<file path="config.mk">
export PLATFORM = sky130hd
export DESIGN_NAME = boot_image_loader
export DESIGN_NICKNAME = d
export VERILOG_FILES = /design/src/rtl/boot_image_loader_pkg.sv /design/src/rtl/boot_image_loader.sv
export SDC_FILE = /design/constraint.sdc
export NUM_CORES = 1
export LEC_CHECK = 0
export BUFFER_PORTS_ARGS = -buffer_cell sky130_fd_sc_hd__buf_2
export CAP_MARGIN = 20
export CORE_ASPECT_RATIO = 1.25
export CORE_MARGIN = 3
export CORE_UTILIZATION = 48
export CTS_BUF_LIST = sky130_fd_sc_hd__clkbuf_2
export DETAILED_ROUTE_END_ITERATION = 6
export PLACE_DENSITY = 0.88
export SLEW_MARGIN = 20
export SYNTH_ARGS = -nofsm -noshare
export SYNTH_HDL_FRONTEND = slang
export SYNTH_SLANG_ARGS = --single-unit
</file>
<file path="constraint.sdc">
create_clock -name clk -period 1.7 [get_ports clk]
set_input_delay 0.34 -clock clk [delete_from_list [all_inputs] [get_ports clk]]
set_output_delay 0.34 -clock clk [all_outputs]
set_load 0.005 [all_outputs]
</file>
<file path="src/rtl/boot_image_loader_pkg.sv">
// rtl/boot_image_loader_pkg.sv - shared boot configuration and loader state encoding
//
// BOOT_IMAGE_WORDS : default number of 32-bit words copied out of boot ROM
// BOOT_RAM_BASE    : default instruction-RAM byte address of image word 0
// boot_state_e     : loader FSM state encoding
package RISCV_MCU_CONFIG;

    localparam int          BOOT_IMAGE_WORDS = 1024;
    localparam logic [31:0] BOOT_RAM_BASE    = 32'h0000_0000;

    typedef enum logic [2:0] {
        IDLE    = 3'd0,
        READ    = 3'd1,
        CAPTURE = 3'd2,
        WRITE   = 3'd3,
        DONE    = 3'd4
    } boot_state_e;

endpackage

</file>
<file path="src/rtl/boot_image_loader.sv">
// rtl/boot_image_loader.sv - copies a boot image from ROM into instruction RAM, then enables fetch
//
// Ports:
//   clk, rst_n        : rising-edge clock, asynchronous active-low reset
//   start_i           : level request; sampled only in IDLE
//   rom_req_o/addr_o  : ROM read strobe and word address (address is 0 when not reading)
//   rom_rdata_i       : ROM data, valid the cycle after rom_req_o
//   ram_req_o/gnt_i   : RAM write request, held with stable address/data until granted
//   ram_addr_o        : RAM byte address (RAM_BASE + 4*word)
//   ram_wdata_o/we_o/be_o : write data, write enable, byte enables (all 0 outside WRITE)
//   busy_o            : copy in progress
//   done_o            : copy complete (terminal until reset)
//   fetch_enable_o    : releases the core once the image is in RAM
module boot_image_loader
    import RISCV_MCU_CONFIG::*;
#(
    parameter int          ROM_ADDR_WIDTH = 12,
    parameter int          IMAGE_WORDS    = BOOT_IMAGE_WORDS,
    parameter logic [31:0] RAM_BASE       = BOOT_RAM_BASE,
    parameter int          INSTR_RAM_SIZE = 32768
) (
    input  logic                      clk,
    input  logic                      rst_n,
    input  logic                      start_i,
    output logic                      rom_req_o,
    output logic [ROM_ADDR_WIDTH-1:0] rom_addr_o,
    input  logic [31:0]               rom_rdata_i,
    output logic                      ram_req_o,
    input  logic                      ram_gnt_i,
    output logic [31:0]               ram_addr_o,
    output logic [31:0]               ram_wdata_o,
    output logic                      ram_we_o,
    output logic [3:0]                ram_be_o,
    output logic                      busy_o,
    output logic                      done_o,
    output logic                      fetch_enable_o
);

    // Counter just wide enough for IMAGE_WORDS-1; a one-word image still needs one bit.
    localparam int              CNT_W    = (IMAGE_WORDS > 1) ? $clog2(IMAGE_WORDS) : 1;
    localparam logic [CNT_W-1:0] LAST_CNT = CNT_W'(IMAGE_WORDS - 1);

    localparam longint ROM_WORDS = longint'(1) << ROM_ADDR_WIDTH;
    localparam longint RAM_WORDS = longint'(INSTR_RAM_SIZE) / 64'sd4;

    // The image must fit both the ROM address space and the instruction RAM.
    if (longint'(IMAGE_WORDS) < 64'sd1 ||
        longint'(IMAGE_WORDS) > ROM_WORDS ||
        longint'(IMAGE_WORDS) > RAM_WORDS) begin : g_bad_cfg
        $error("boot_image_loader: IMAGE_WORDS out of range for ROM/RAM size");
    end

    boot_state_e      state_q, state_d;
    logic [CNT_W-1:0] cnt_q, cnt_d;
    logic [31:0]      wdata_q, wdata_d;

    always_ff @(posedge clk or negedge rst_n) begin
        if (!rst_n) begin
            state_q <= IDLE;
            cnt_q   <= '0;
            wdata_q <= '0;
        end else begin
            state_q <= state_d;
            cnt_q   <= cnt_d;
            wdata_q <= wdata_d;
        end
    end

    always_comb begin
        state_d        = state_q;
        cnt_d          = cnt_q;
        wdata_d        = wdata_q;
        rom_req_o      = 1'b0;
        rom_addr_o     = '0;
        ram_req_o      = 1'b0;
        ram_addr_o     = '0;
        ram_wdata_o    = '0;
        ram_we_o       = 1'b0;
        ram_be_o       = 4'h0;
        busy_o         = 1'b0;
        done_o         = 1'b0;
        fetch_enable_o = 1'b0;

        unique case (state_q)
            IDLE: begin
                if (start_i) begin
                    state_d = READ;
                    cnt_d   = '0;
                end
            end
            READ: begin
                busy_o     = 1'b1;
                rom_req_o  = 1'b1;
                rom_addr_o = ROM_ADDR_WIDTH'(cnt_q);
                state_d    = CAPTURE;
            end
            CAPTURE: begin
                // ROM answers one cycle after the strobe, so the data lands here.
                busy_o  = 1'b1;
                wdata_d = rom_rdata_i;
                state_d = WRITE;
            end
            WRITE: begin
                // Everything below is a pure function of held flops, so the
                // request stays stable for as many cycles as the grant takes.
                busy_o      = 1'b1;
                ram_req_o   = 1'b1;
                ram_we_o    = 1'b1;
                ram_be_o    = 4'hF;
                ram_addr_o  = RAM_BASE + (32'(cnt_q) << 2);
                ram_wdata_o = wdata_q;
                if (ram_gnt_i) begin
                    if (cnt_q == LAST_CNT) begin
                        state_d = DONE;
                    end else begin
                        cnt_d   = cnt_q + CNT_W'(1);
                        state_d = READ;
                    end
                end
            end
            DONE: begin
                done_o         = 1'b1;
                fetch_enable_o = 1'b1;
            end
            default: begin
                state_d = IDLE;
            end
        endcase
    end

endmodule

</file>
---- Yosys cells after proc, flatten, opt, wreduce, memory -nomap -nowiden ----
Cells that the tools add are included.
word-level totals
  register bits after elaboration ......... 45
  input bits .............................. 36
  output and inout bits ................... 86
  logic and storage cells ................. 34
cells by class
  add/sub/neg operators ................... 1
  equal/unequal tests ..................... 8
  muxes and demuxes ....................... 16
  bitwise gates (word level) .............. 1
  reductions and logical operators ........ 5
operator list
  operator                 number
  $mux W10                 4
  $mux W32                 1
  $pmux W10 S2             1
  $pmux W3 S5              1
  $mux W12                 1
  $add A10 B1 Y10 const B  1
  $eq A10 B10 Y1 const B   1
  $mux W3                  3
  $eq A3 B2 Y1 const B     2
  $ne A2 B2 Y1 const B     3
  $mux W1                  4
  $mux W4                  1
  $reduce_and A4 Y1        1
  $eq A3 B1 Y1 const B     1
  $eq A3 B3 Y1 const B     1
  $logic_not A3 Y1         1
  $reduce_and A3 Y1        1
  $reduce_or A3 Y1         1
  $reduce_bool A2 Y1       1
  $not A1 Y1               1

---- Longest topological paths before layout ----
Gate-level depths: netlist (run 1).
  word-level depth ........................ 4
  gate-level depth with buffers ........... 6
  depth with buffers taken out ............ 5

---- Least setup slack after synthesis (run 1) ----
OpenSTA, ideal clock, no wires.
  kind .................................... register to register
  from .................................... register cnt_q[0]
  to ...................................... register cnt_q[1]
  setup time .............................. 0.123 ns
  arrival time ............................ 1.440 ns
  required time ........................... 1.577 ns
  path slack .............................. 0.137 ns
  stages on the path, launching flop included .. 7
  path buffers ............................ 1
  period minus slack after synthesis ...... 1.563 ns
  path through ............................ dfrtp_1 -> ha_1 -> and3_1 -> nand4_4 -> o211a_1 -> buf_6 -> mux2i_1
on the way
  longest elaborated chain between the ends .. 4
  elaborated cells on any way between the ends .. 7
  classes of those cells .................. add/sub: 1; eq/ne: 2; mux: 3; reduce/logical: 1
ends and longest elaborated chain
  item                    RTL line                  RTL
  from (decl)             boot_image_loader.sv:54   logic [CNT_W-1:0] cnt_q, cnt_d;
  from (signal assigned)  boot_image_loader.sv:64   cnt_q <= cnt_d;
  $add A10 B1 Y10         boot_image_loader.sv:116  cnt_d = cnt_q + CNT_W'(1);
  $mux W10                boot_image_loader.sv:113  if (cnt_q == LAST_CNT) begin
  $mux W10                boot_image_loader.sv:112  if (ram_gnt_i) begin
  $pmux W10 S2            boot_image_loader.sv:84   unique case (state_q)
Parallel ways exist; a longest one is shown, timed or not. The select of a mux whose other input is x is not followed.
A chain may end at the register's enable or synchronous reset.

---- Final worst setup path (run 1) ----
  from .................................... register state_q[1]
  to ...................................... output port ram_wdata_o[8]
on the way
  longest elaborated chain between the ends .. 2
ends and longest elaborated chain
  item                    RTL line                 RTL
  from (decl)             boot_image_loader.sv:53  boot_state_e state_q, state_d;
  from (signal assigned)  boot_image_loader.sv:63  state_q <= state_d;
  $eq A3 B2 Y1            boot_image_loader.sv:84
  $mux W32                boot_image_loader.sv:84
  to (decl)               boot_image_loader.sv:31  output logic [31:0] ram_wdata_o,
No other way between the ends.

==> results.sh, run 1 <==
export IMPL_status="complete, but fails checks"
export IMPL_violations="setup timing"
export IMPL_synthArstFlopShare_pct=100.0
export IMPL_wl_met3_um=481
export IMPL_synth_xor_area_share_pct=0
export IMPL_route_met2_wl_mm=3.500
export IMPL_area_growth_pct=41.69
export IMPL_pin_count=122
export IMPL_cts_buffers=5
export IMPL_yosys_area_share_adder_pct=0.5023
export IMPL_preCtsSetupSlack_ns=0.02337
export IMPL_worstPathMaxFanout=24
export IMPL_p_sw_share_pct=34.26
export IMPL_cts_sinks=45
export IMPL_yosysWarnings=0
export IMPL_p_clk_share_pct=11.7
export IMPL_die_w_um=70.44
export IMPL_overflow=0
export IMPL_track_usage_pct=18.87
export IMPL_drc_errors=0
export IMPL_drt_iter0_markers=105
export IMPL_fmax_mhz=511.0
export IMPL_hp_class="input port to flip-flop"
export IMPL_clockBufferDepth=2
export IMPL_fillers=350
export IMPL_rr_worst_depth=8
export IMPL_p_int_mw=4.348
export IMPL_htreeDepth=2
export IMPL_routed_via_density=5.121
export IMPL_p_leak_nw=1.829
export IMPL_crit_required_ns=1.36
export IMPL_ir_drop_uv=1035
export IMPL_synthMuxAreaShare_pct=15.27
export IMPL_drive_gt1_share_pct=55.94
export IMPL_ant_nets=0
export IMPL_nets=381
export IMPL_start_util_pct=51.16
export IMPL_critPathArrivalTime_ns=1.62
export IMPL_p_seq_share_pct=28.8
export IMPL_final_max_slew_viol_count=0
export IMPL_grt_max_degree=46
export IMPL_synth_top_family_by_area="simple AND/OR/NAND/NOR gates"
export IMPL_m1WireLength_mm=2.383
export IMPL_power_switching_mw=2.266
export IMPL_vias=2074
export IMPL_clk_pin_slew_ns=0.26
export IMPL_io_buffers=97
export IMPL_highest_layer="met4"
export IMPL_syn_avg_cell_area_um2=10.60
export IMPL_cp_start_kind="flip-flop"
export IMPL_wl_mm=6.502
export IMPL_powerDensity_nw_per_um2=1874
export IMPL_finalCritPeriodShare_pct=115.1
export IMPL_synth_distinct_cells=34
export IMPL_ys_seq_area_share_pct=45.20
export IMPL_rsz0062_at_grt="true"
export IMPL_maxCapViolCount=0
export IMPL_synth_compound_area_share_pct=4.671
export IMPL_core_area_um2=4870
export IMPL_synthTopCellsByArea="dfrtp_1 45%, mux2_2 14%, and2_1 12%"
export IMPL_worstSkewPairLatency_ns=0.42
export IMPL_ys_flop_type="dfrtp_1"
export IMPL_skew_ns=0.02182
export IMPL_die_h_um=86.55
export IMPL_worstHoldPathCells=2
export IMPL_period_minus_slack_ns=1.957
export IMPL_grt_pass1_wl_mm=9.163
export IMPL_synthSimpleGateAreaFrac_pct=21.80
export IMPL_p_comb_share_pct=59.5
export IMPL_core_rowCount=28
export IMPL_crit_type="flip-flop to output pin"
export IMPL_dieArea_um2=6096
export IMPL_cts_tree="done"
export IMPL_synth_area_um2=2491
export IMPL_postSynthCellCount=235
export IMPL_gp_congestion=0.7700
export IMPL_synth_edff_count=0
export IMPL_antennaDiodeCount=0
export IMPL_finalPower_mw=6.614
export IMPL_slew_headroom_pct=61.67
export IMPL_tightest_slew_ns=0.5750
export IMPL_grt_pass1_vias=2051
export IMPL_firstDrtPassIters=4
export IMPL_synth_seq_cells=45
export IMPL_cts_root_buf="clkbuf_2"
export IMPL_hpwl_mm=4.136
export IMPL_fin_ws_ns=-0.2570
export IMPL_wire_per_inst_um=16.05
export IMPL_setup_viol=94
export IMPL_antenna_found_initial=0
export IMPL_hold_viol_final=0
export IMPL_hold_ws_ns=0.1169
export IMPL_synth_top_area_share_pct=45.20
export IMPL_crit_path_end_kind="output pin"
export IMPL_post_synth_top_area_cell="dfrtp_1"
==> final timing paths <==
kind                                          from                      end  slack, ns
max                         state_q[1]$_DFFE_PN0P_           ram_wdata_o[8]      -0.26
min                                rom_rdata_i[22]  wdata_q[22]$_DFFE_PN0P_       0.12
max reg2reg                 state_q[2]$_DFFE_PN0P_  wdata_q[13]$_DFFE_PN0P_      -0.19
min reg2reg                wdata_q[12]$_DFFE_PN0P_  wdata_q[12]$_DFFE_PN0P_       0.54
max in group asynchronous                    rst_n     cnt_q[1]$_DFFE_PN0P_       0.80
min in group asynchronous                    rst_n   wdata_q[6]$_DFFE_PN0P_       0.49
==> cell type report <==
class	instances	area (µm²)	area share, %
multi-input combinational	165	1359	38.50
sequential	45	1127	31.94
timing repair buffer	121	852.1	24.14
tap	60	75.07	2.127
clock inverter	3	68.82	1.950
clock buffer	5	25.02	0.7090
inverter	6	22.52	0.6381
==> kinds of logic after synthesis <==
| kind of cell | count (synthesis) |
|---|---|
| other | 1 |
| buffers and inverters | 48 |
| flip-flops | 45 |
| AND/OR/NAND/NOR | 89 |
| adder cells (fa/ha/maj) | 1 |
| AO/OA/AOI/OAI | 17 |
| multiplexers | 34 |
==> sequential cells by signal, summed over array words and instances, names as in the netlist <==
name / count
wdata_q: 32
state_q: 3
cnt_q: 10
==> through the flow <==
stage                     std cells  util, %  instance area (µm²)  TNS (ns)
after CTS                       398    65.24                 3177    -12.41
after detailed placement        385    61.05                 2973         0
after global routing            405    72.48                 3530    -25.40
final                           405    72.48                 3530    -17.38
after floorplan                 258        -                 2577         0
after global placement          385    61.05                 2973         0
==> cells in the mapped netlist, types with 2 or more instances <==
library cell	instances
a31oi_1	8
and2_1	47
and3_1	4
buf_2	4
buf_4	31
clkbuf_1	6
dfrtp_1	45
inv_1	6
mux2_2	32
mux2i_1	2
nand2_1	10
nand2b_1	4
nor2_1	4
nor3_1	8
o211ai_1	3
or3_1	3
==> power by group through the flow <==
stage	sequential [mW]	clock, mW	combinational [mW]
floorplan	1.81	0	1.84
global placement	1.87	0	2.71
detailed placement	1.91	0	2.78
CTS	1.87	0.786	2.96
global route	1.97	0.819	4.25
finish	1.90	0.774	3.94
==> routing by layer <==
layer / up-vias / track usage [%]
met1: 1010 / 19.95
li1: 954 / -
met5: - / 0
met4: 0 / 7.666
met3: 13 / 4.872
met2: 97 / 35.26
==> worst max-delay path: stages, from the launching register on <==
cell and delay (ns):
dfrtp_1 0.46, and3b_2 0.27, buf_12 0.17, and2_1 0.16
buf_2 0.13
==> cell usage in the layout (no fill, tap or decap), types with 8 or more instances in the layout <==
| cell | instances |
|---|---|
| buf_2 | 82 |
| buf_6 | 21 |
| nand2_1 | 10 |
| mux2_4 | 22 |
| buf_4 | 12 |
| dfrtp_1 | 44 |
| a31oi_1 | 8 |
| mux2_2 | 10 |
| and2_1 | 31 |
| conb_1 | 24 |
| and2_4 | 16 |
==> timing repair <==
item	4_1_cts	5_1_grt
gates resized for setup	20	64
pin swaps	3	10
cloned	1	2
hold buffers	1	0
endpoints found under the hold margin	45	0
setup buffers	4	5
endpoints found under the setup margin	63	79
Power figures use the tool's default switching activity.
==> inputs of run 2 (changes only) <==
- CORE_UTILIZATION: 48 -> 46
- CTS_BUF_LIST: sky130_fd_sc_hd__clkbuf_2 -> sky130_fd_sc_hd__clkbuf_16
- PLACE_DENSITY: 0.88 -> 0.85
==> results.sh, run 2 (synthesis gave the netlist of run 1 again) <==
export IMPL_status="complete, but fails checks"
export IMPL_violations="setup timing"
export IMPL_core_area_um2=5152
export IMPL_maxCapViolCount=0
export IMPL_cts_buffers=5
export IMPL_tightest_slew_ns=0.5031
export IMPL_crit_path_end_kind="output pin"
export IMPL_cts_root_buf="clkbuf_16"
export IMPL_mostFrequentLayoutCell="buf_2"
export IMPL_antennaDiodeCount=0
export IMPL_hold_ws_ns=0.02162
export IMPL_p_clk_share_pct=15.3
export IMPL_biggestRegsByFlops="wdata_q (32), cnt_q (10), state_q (3)"
export IMPL_critPathArrivalTime_ns=1.42
export IMPL_die_w_um=71.82
export IMPL_drive_gt1_share_pct=50.00
export IMPL_rsz0062_at_grt="true"
export IMPL_htreeDepth=2
export IMPL_finalPower_mw=5.999
export IMPL_track_usage_pct=16.96
export IMPL_overflow=0
export IMPL_io_buffers=97
export IMPL_cp_start_kind="flip-flop"
export IMPL_pin_count=122
export IMPL_clockBufferDepth=2
export IMPL_finalCritPeriodShare_pct=103.2
export IMPL_hpwl_mm=4.082
export IMPL_vias=2000
export IMPL_antenna_found_initial=0
export IMPL_cts_sinks=45
export IMPL_clk_pin_slew_ns=0.06
export IMPL_p_comb_share_pct=53.4
export IMPL_hold_viol_final=0
export IMPL_wire_per_inst_um=13.96
export IMPL_fillers=429
export IMPL_cts_hold_buf=0
export IMPL_slew_headroom_pct=66.46
export IMPL_start_util_pct=48.35
export IMPL_fmax_mhz=569.8
export IMPL_drc_errors=0
export IMPL_largest_reg_flops=32
export IMPL_grt_max_degree=25
export IMPL_final_cell_mix="94 x buf_2, 45 x and2_1, 45 x dfrtp_1"
export IMPL_firstDrtPassIters=4
export IMPL_ant_nets=0
export IMPL_largest_register="wdata_q"
export IMPL_worstPathMaxFanout=4
export IMPL_fin_cells=402
export IMPL_final_core_util_pct=64.28
export IMPL_grt_pass1_wl_mm=8.659
export IMPL_final_max_slew_viol_count=0
export IMPL_die_h_um=88.28
export IMPL_core_rowCount=29
export IMPL_area_growth_pct=32.95
export IMPL_drt_iter0_markers=116
export IMPL_skew_ns=0.005423
export IMPL_grt_pass1_vias=2004
export IMPL_setup_viol=47
export IMPL_power_switching_mw=2.040
export IMPL_crit_type="flip-flop to output pin"
export IMPL_hp_class="input port to async pin"
export IMPL_p_sw_share_pct=34.00
export IMPL_fin_ws_ns=-0.05502
export IMPL_p_seq_share_pct=31.4
export IMPL_nets=376
export IMPL_worstSkewPairLatency_ns=0.28
export IMPL_period_minus_slack_ns=1.755
export IMPL_wl_mm=5.611
export IMPL_powerDensity_nw_per_um2=1811
export IMPL_p_int_mw=3.959
export IMPL_dieArea_um2=6340
export IMPL_ir_drop_uv=920.7
export IMPL_gp_congestion=0.8287
export IMPL_cts_tree="done"
export IMPL_p_leak_nw=1.696
export IMPL_routed_via_density=4.975
export IMPL_dp_cells=387
export IMPL_crit_required_ns=1.36
-- run 2: cell count changes in the layout (fill, tap and decap cells not counted), sizes merged --
cell	delta
inv	+1
bufinv	-2
buf	-4
dlygate4sd3	-1
clkinvlp	+1
-- run 2: critical path, stage by stage, from the launching register on --
cell and delay (ns):
dfrtp_1 0.42, and3b_2 0.27, buf_4 0.16, and2_1 0.16, buf_2 0.13
-- run 2: timing repair --
| item | in CTS | in global routing |
|---|---|---|
| setup endpoints to repair | 55 | 84 |
| resized for setup | 7 | 21 |
| setup buffers | 3 | 1 |
| cloned | 0 | 3 |
| pin swaps | 1 | 3 |
| hold endpoints to repair | 0 | 0 |
-- run 2: path summary, 6_finish.rpt --
| kind | start | endpoint | slack [ns] | cells after the start |
|---|---|---|---|---|
| setup / recovery | state_q[0]$_DFFE_PN0P_ | ram_addr_o[9] | -0.06 | 4 |
| hold / removal | rst_n | wdata_q[25]$_DFFE_PN0P_ | 0.02 | 1 |
| setup reg to reg | state_q[0]$_DFFE_PN0P_ | wdata_q[11]$_DFFE_PN0P_ | 0.01 | 6 |
| hold reg to reg | wdata_q[1]$_DFFE_PN0P_ | wdata_q[1]$_DFFE_PN0P_ | 0.50 | 1 |
| max in group asynchronous | rst_n | cnt_q[3]$_DFFE_PN0P_ | 1.17 | 2 |
| min in group clk | rom_rdata_i[21] | wdata_q[21]$_DFFE_PN0P_ | 0.29 | 2 |
-- run 2: power groups by stage --
stage                     registers, mW  logic (mW)  clock network (mW)
after global placement             1.86        2.70                   0
after floorplan                    1.81        1.84                   0
after global routing               1.96        3.54               0.984
final                              1.88        3.20               0.916
after detailed placement           1.90        2.76                   0
after CTS                          1.88        2.89               0.946
-- run 2: metal layers --
metal | global-route usage [%] | vias up | wire (µm)
met5 | 0 | - | 0
met1 | 17.96 | 975 | 1991
met2 | 32.61 | 80 | 3145
li1 | - | 941 | -
met3 | 4.318 | 4 | 423
met4 | 5.299 | 0 | 51
-- run 2: final cells by class --
class                           instances  area, µm²  share of cell area (%)
Clock buffer                            5      125.1                   3.778
Clock inverter                          3      15.01                  0.4533
Inverter                                6      22.52                  0.6800
Multi-Input combinational cell        165       1205                   36.38
Sequential cell                        45       1126                   34.00
Tap cell                               62      77.57                   2.342
Timing Repair Buffer                  116      740.7                   22.36
-- run 2: metrics by stage --
step | instance area [µm²] | worst slack, ns | TNS [ns]
after global placement | 2975 | 0.09844 | 0
after floorplan | 2577 | 0.1373 | 0
after global routing | 3312 | -0.1158 | -5.089
after detailed placement | 2975 | 0.01230 | 0
final | 3312 | -0.05502 | -1.799
after CTS | 3163 | -0.04575 | -1.217
==> inputs of run 3 (changes only) <==
- PLACE_DENSITY: 0.85 -> 0.88
==> results.sh, run 3 (synthesis gave the netlist of run 1 again) <==
export IMPL_pin_count=122
export IMPL_nets=371
export IMPL_drt_iter0_markers=77
export IMPL_reg2reg_from="cnt_q[1]$_DFFE_PN0P_"
export IMPL_io_buffers=97
export IMPL_final_core_util_pct=64.84
export IMPL_largest_reg_flops=32
export IMPL_area_growth_pct=34.10
export IMPL_wire_per_inst_um=13.94
export IMPL_cts_tree="done"
export IMPL_cts_root_buf="clkbuf_16"
export IMPL_crit_type="flip-flop to output pin"
export IMPL_track_usage_pct=17.31
export IMPL_crit_chain="and3b_2 > buf_12 > and2_1 > buf_2"
export IMPL_maxCapViolCount=0
export IMPL_p_leak_nw=1.697
export IMPL_cts_buffers=5
export IMPL_ant_nets=0
export IMPL_fin_ws_ns=-0.03647
export IMPL_max_stage_delay_ns=0.39
export IMPL_core_rowCount=29
export IMPL_clk_pin_slew_ns=0.06
export IMPL_setup_viol=37
export IMPL_antenna_found_initial=0
export IMPL_worstSkewPairLatency_ns=0.28
export IMPL_final_max_slew_viol_count=0
export IMPL_core_area_um2=5152
export IMPL_rsz0062_at_grt="true"
export IMPL_ff2ff_setup_slack_ns=0.13
export IMPL_hold_viol_final=0
export IMPL_powerDensity_nw_per_um2=1879
export IMPL_hpwl_mm=4.148
export IMPL_power_switching_mw=2.041
export IMPL_fmax_mhz=575.9
export IMPL_start_util_pct=48.35
export IMPL_crit_required_ns=1.36
export IMPL_crit_family="simple AND/OR/NAND/NOR gates"
export IMPL_p_clk_share_pct=17.2
export IMPL_violations="setup timing"
export IMPL_wl_mm=5.535
export IMPL_biggestRegsByFlops="wdata_q (32), cnt_q (10), state_q (3)"
export IMPL_cts_sinks=45
export IMPL_finalCritPeriodShare_pct=102.1
export IMPL_clockBufferDepth=2
export IMPL_grt_pass1_vias=1878
export IMPL_finalPower_mw=6.277
export IMPL_crit_start="state_q[0]$_DFFE_PN0P_"
export IMPL_firstDrtPassIters=4
export IMPL_gp_congestion=0.8090
export IMPL_placed_cell_area_um2=3000
export IMPL_cp_num_buf_inv=2
export IMPL_final_cell_mix="83 x buf_2, 45 x dfrtp_1, 33 x and2_1"
export IMPL_dieArea_um2=6340
export IMPL_cts_hold_buf=0
export IMPL_antennaDiodeCount=0
export IMPL_drive_gt1_share_pct=51.64
export IMPL_ir_drop_uv=870.2
export IMPL_routed_via_density=4.955
export IMPL_cp_start_kind="flip-flop"
export IMPL_preCtsSetupSlack_ns=0.04171
export IMPL_worstPathMaxFanout=35
export IMPL_fillers=432
export IMPL_critPathArrivalTime_ns=1.40
export IMPL_finalSetupTns_ns=-0.7703
export IMPL_status="complete, but fails checks"
export IMPL_p_int_mw=4.236
export IMPL_grt_pass1_wl_mm=8.680
export IMPL_p_seq_share_pct=30.1
export IMPL_p_sw_share_pct=32.51
export IMPL_skew_ns=0.003915
export IMPL_die_h_um=88.28
export IMPL_drc_errors=0
export IMPL_vias=1967
export IMPL_largest_register="wdata_q"
export IMPL_mostFrequentLayoutCell="buf_2"
export IMPL_p_comb_share_pct=52.7
export IMPL_period_minus_slack_ns=1.736
export IMPL_hp_class="input port to async pin"
export IMPL_grt_max_degree=36
export IMPL_htreeDepth=2
export IMPL_die_w_um=71.82
export IMPL_overflow=0
export IMPL_fin_area_um2=3341
export IMPL_crit_path_end_kind="output pin"
export IMPL_crit_slowest_cell="dfrtp_1"
==> run 3: cell count changes in the layout (fill, tap and decap cells not counted), moves of 3 or more <==
cell / previous run / this run
buf_6: 8 / 15
and2_1: 45 / 33
buf_2: 94 / 83
nor3_1: 4 / 7
and2_4: 3 / 14
==> run 3: layer usage <==
layer | global-route usage [%] | share of wire (%) | vias to the layer above
met3 | 4.773 | 8.0 | 9
met4 | 4.103 | 1.0 | 0
met1 | 18.28 | 35 | 940
met5 | 0 | 0 | -
li1 | - | - | 934
met2 | 33.70 | 56 | 84
==> run 3: power by group through the flow <==
stage	clock network, mW	registers, mW	logic (mW)
after floorplan	0	1.81	1.84
after global placement	0	1.85	2.76
after detailed placement	0	1.90	2.85
after CTS	1.10	1.88	3.17
after global routing	1.15	1.97	3.61
final	1.08	1.89	3.31
==> run 3: path summary, 6_finish.rpt <==
path                                           end  cells past startpoint
setup / recovery                   ram_wdata_o[22]                      4
hold / removal             wdata_q[25]$_DFFE_PN0P_                      1
setup reg to reg              cnt_q[6]$_DFFE_PN0P_                      6
hold reg to reg            wdata_q[16]$_DFFE_PN0P_                      1
max in group asynchronous     cnt_q[3]$_DFFE_PN0P_                      2
min in group clk           wdata_q[28]$_DFFE_PN0P_                      2
==> run 3: repair_timing <==
item | CTS | global route
gates resized for setup | 21 | 17
pin swaps | 5 | 2
setup endpoints to repair | 54 | 59
buffers inserted | 2 | 0
==> run 3: through the flow <==
stage	cells	hold WS, ns
after CTS	397	0.03308
after detailed placement	387	0.3351
after global routing	397	0.05430
after global placement	387	0.3324
after floorplan	258	0.04441
final	397	0.01739
==> run 3: worst register-to-register path, delay by kind of cell (launching register included) <==
family | cells | cell delay, ns
AND/OR/NAND/NOR | 3 | 0.54
flip-flops | 1 | 0.42
adder cells (fa/ha/maj) | 1 | 0.20
AO/OA/AOI/OAI | 1 | 0.17
buffers and inverters | 1 | 0.16
==> run 3: area by class of cell <==
| class | count | area, µm² | share of cell area (%) |
|---|---|---|---|
| clock inverter | 3 | 42.54 | 1.273 |
| timing repair buffer | 111 | 732.0 | 21.91 |
| inverter | 6 | 22.52 | 0.6742 |
| sequential | 45 | 1126 | 33.71 |
| tap | 62 | 77.57 | 2.322 |
| clock buffer | 5 | 125.1 | 3.745 |
| multi-input combinational | 165 | 1215 | 36.37 |
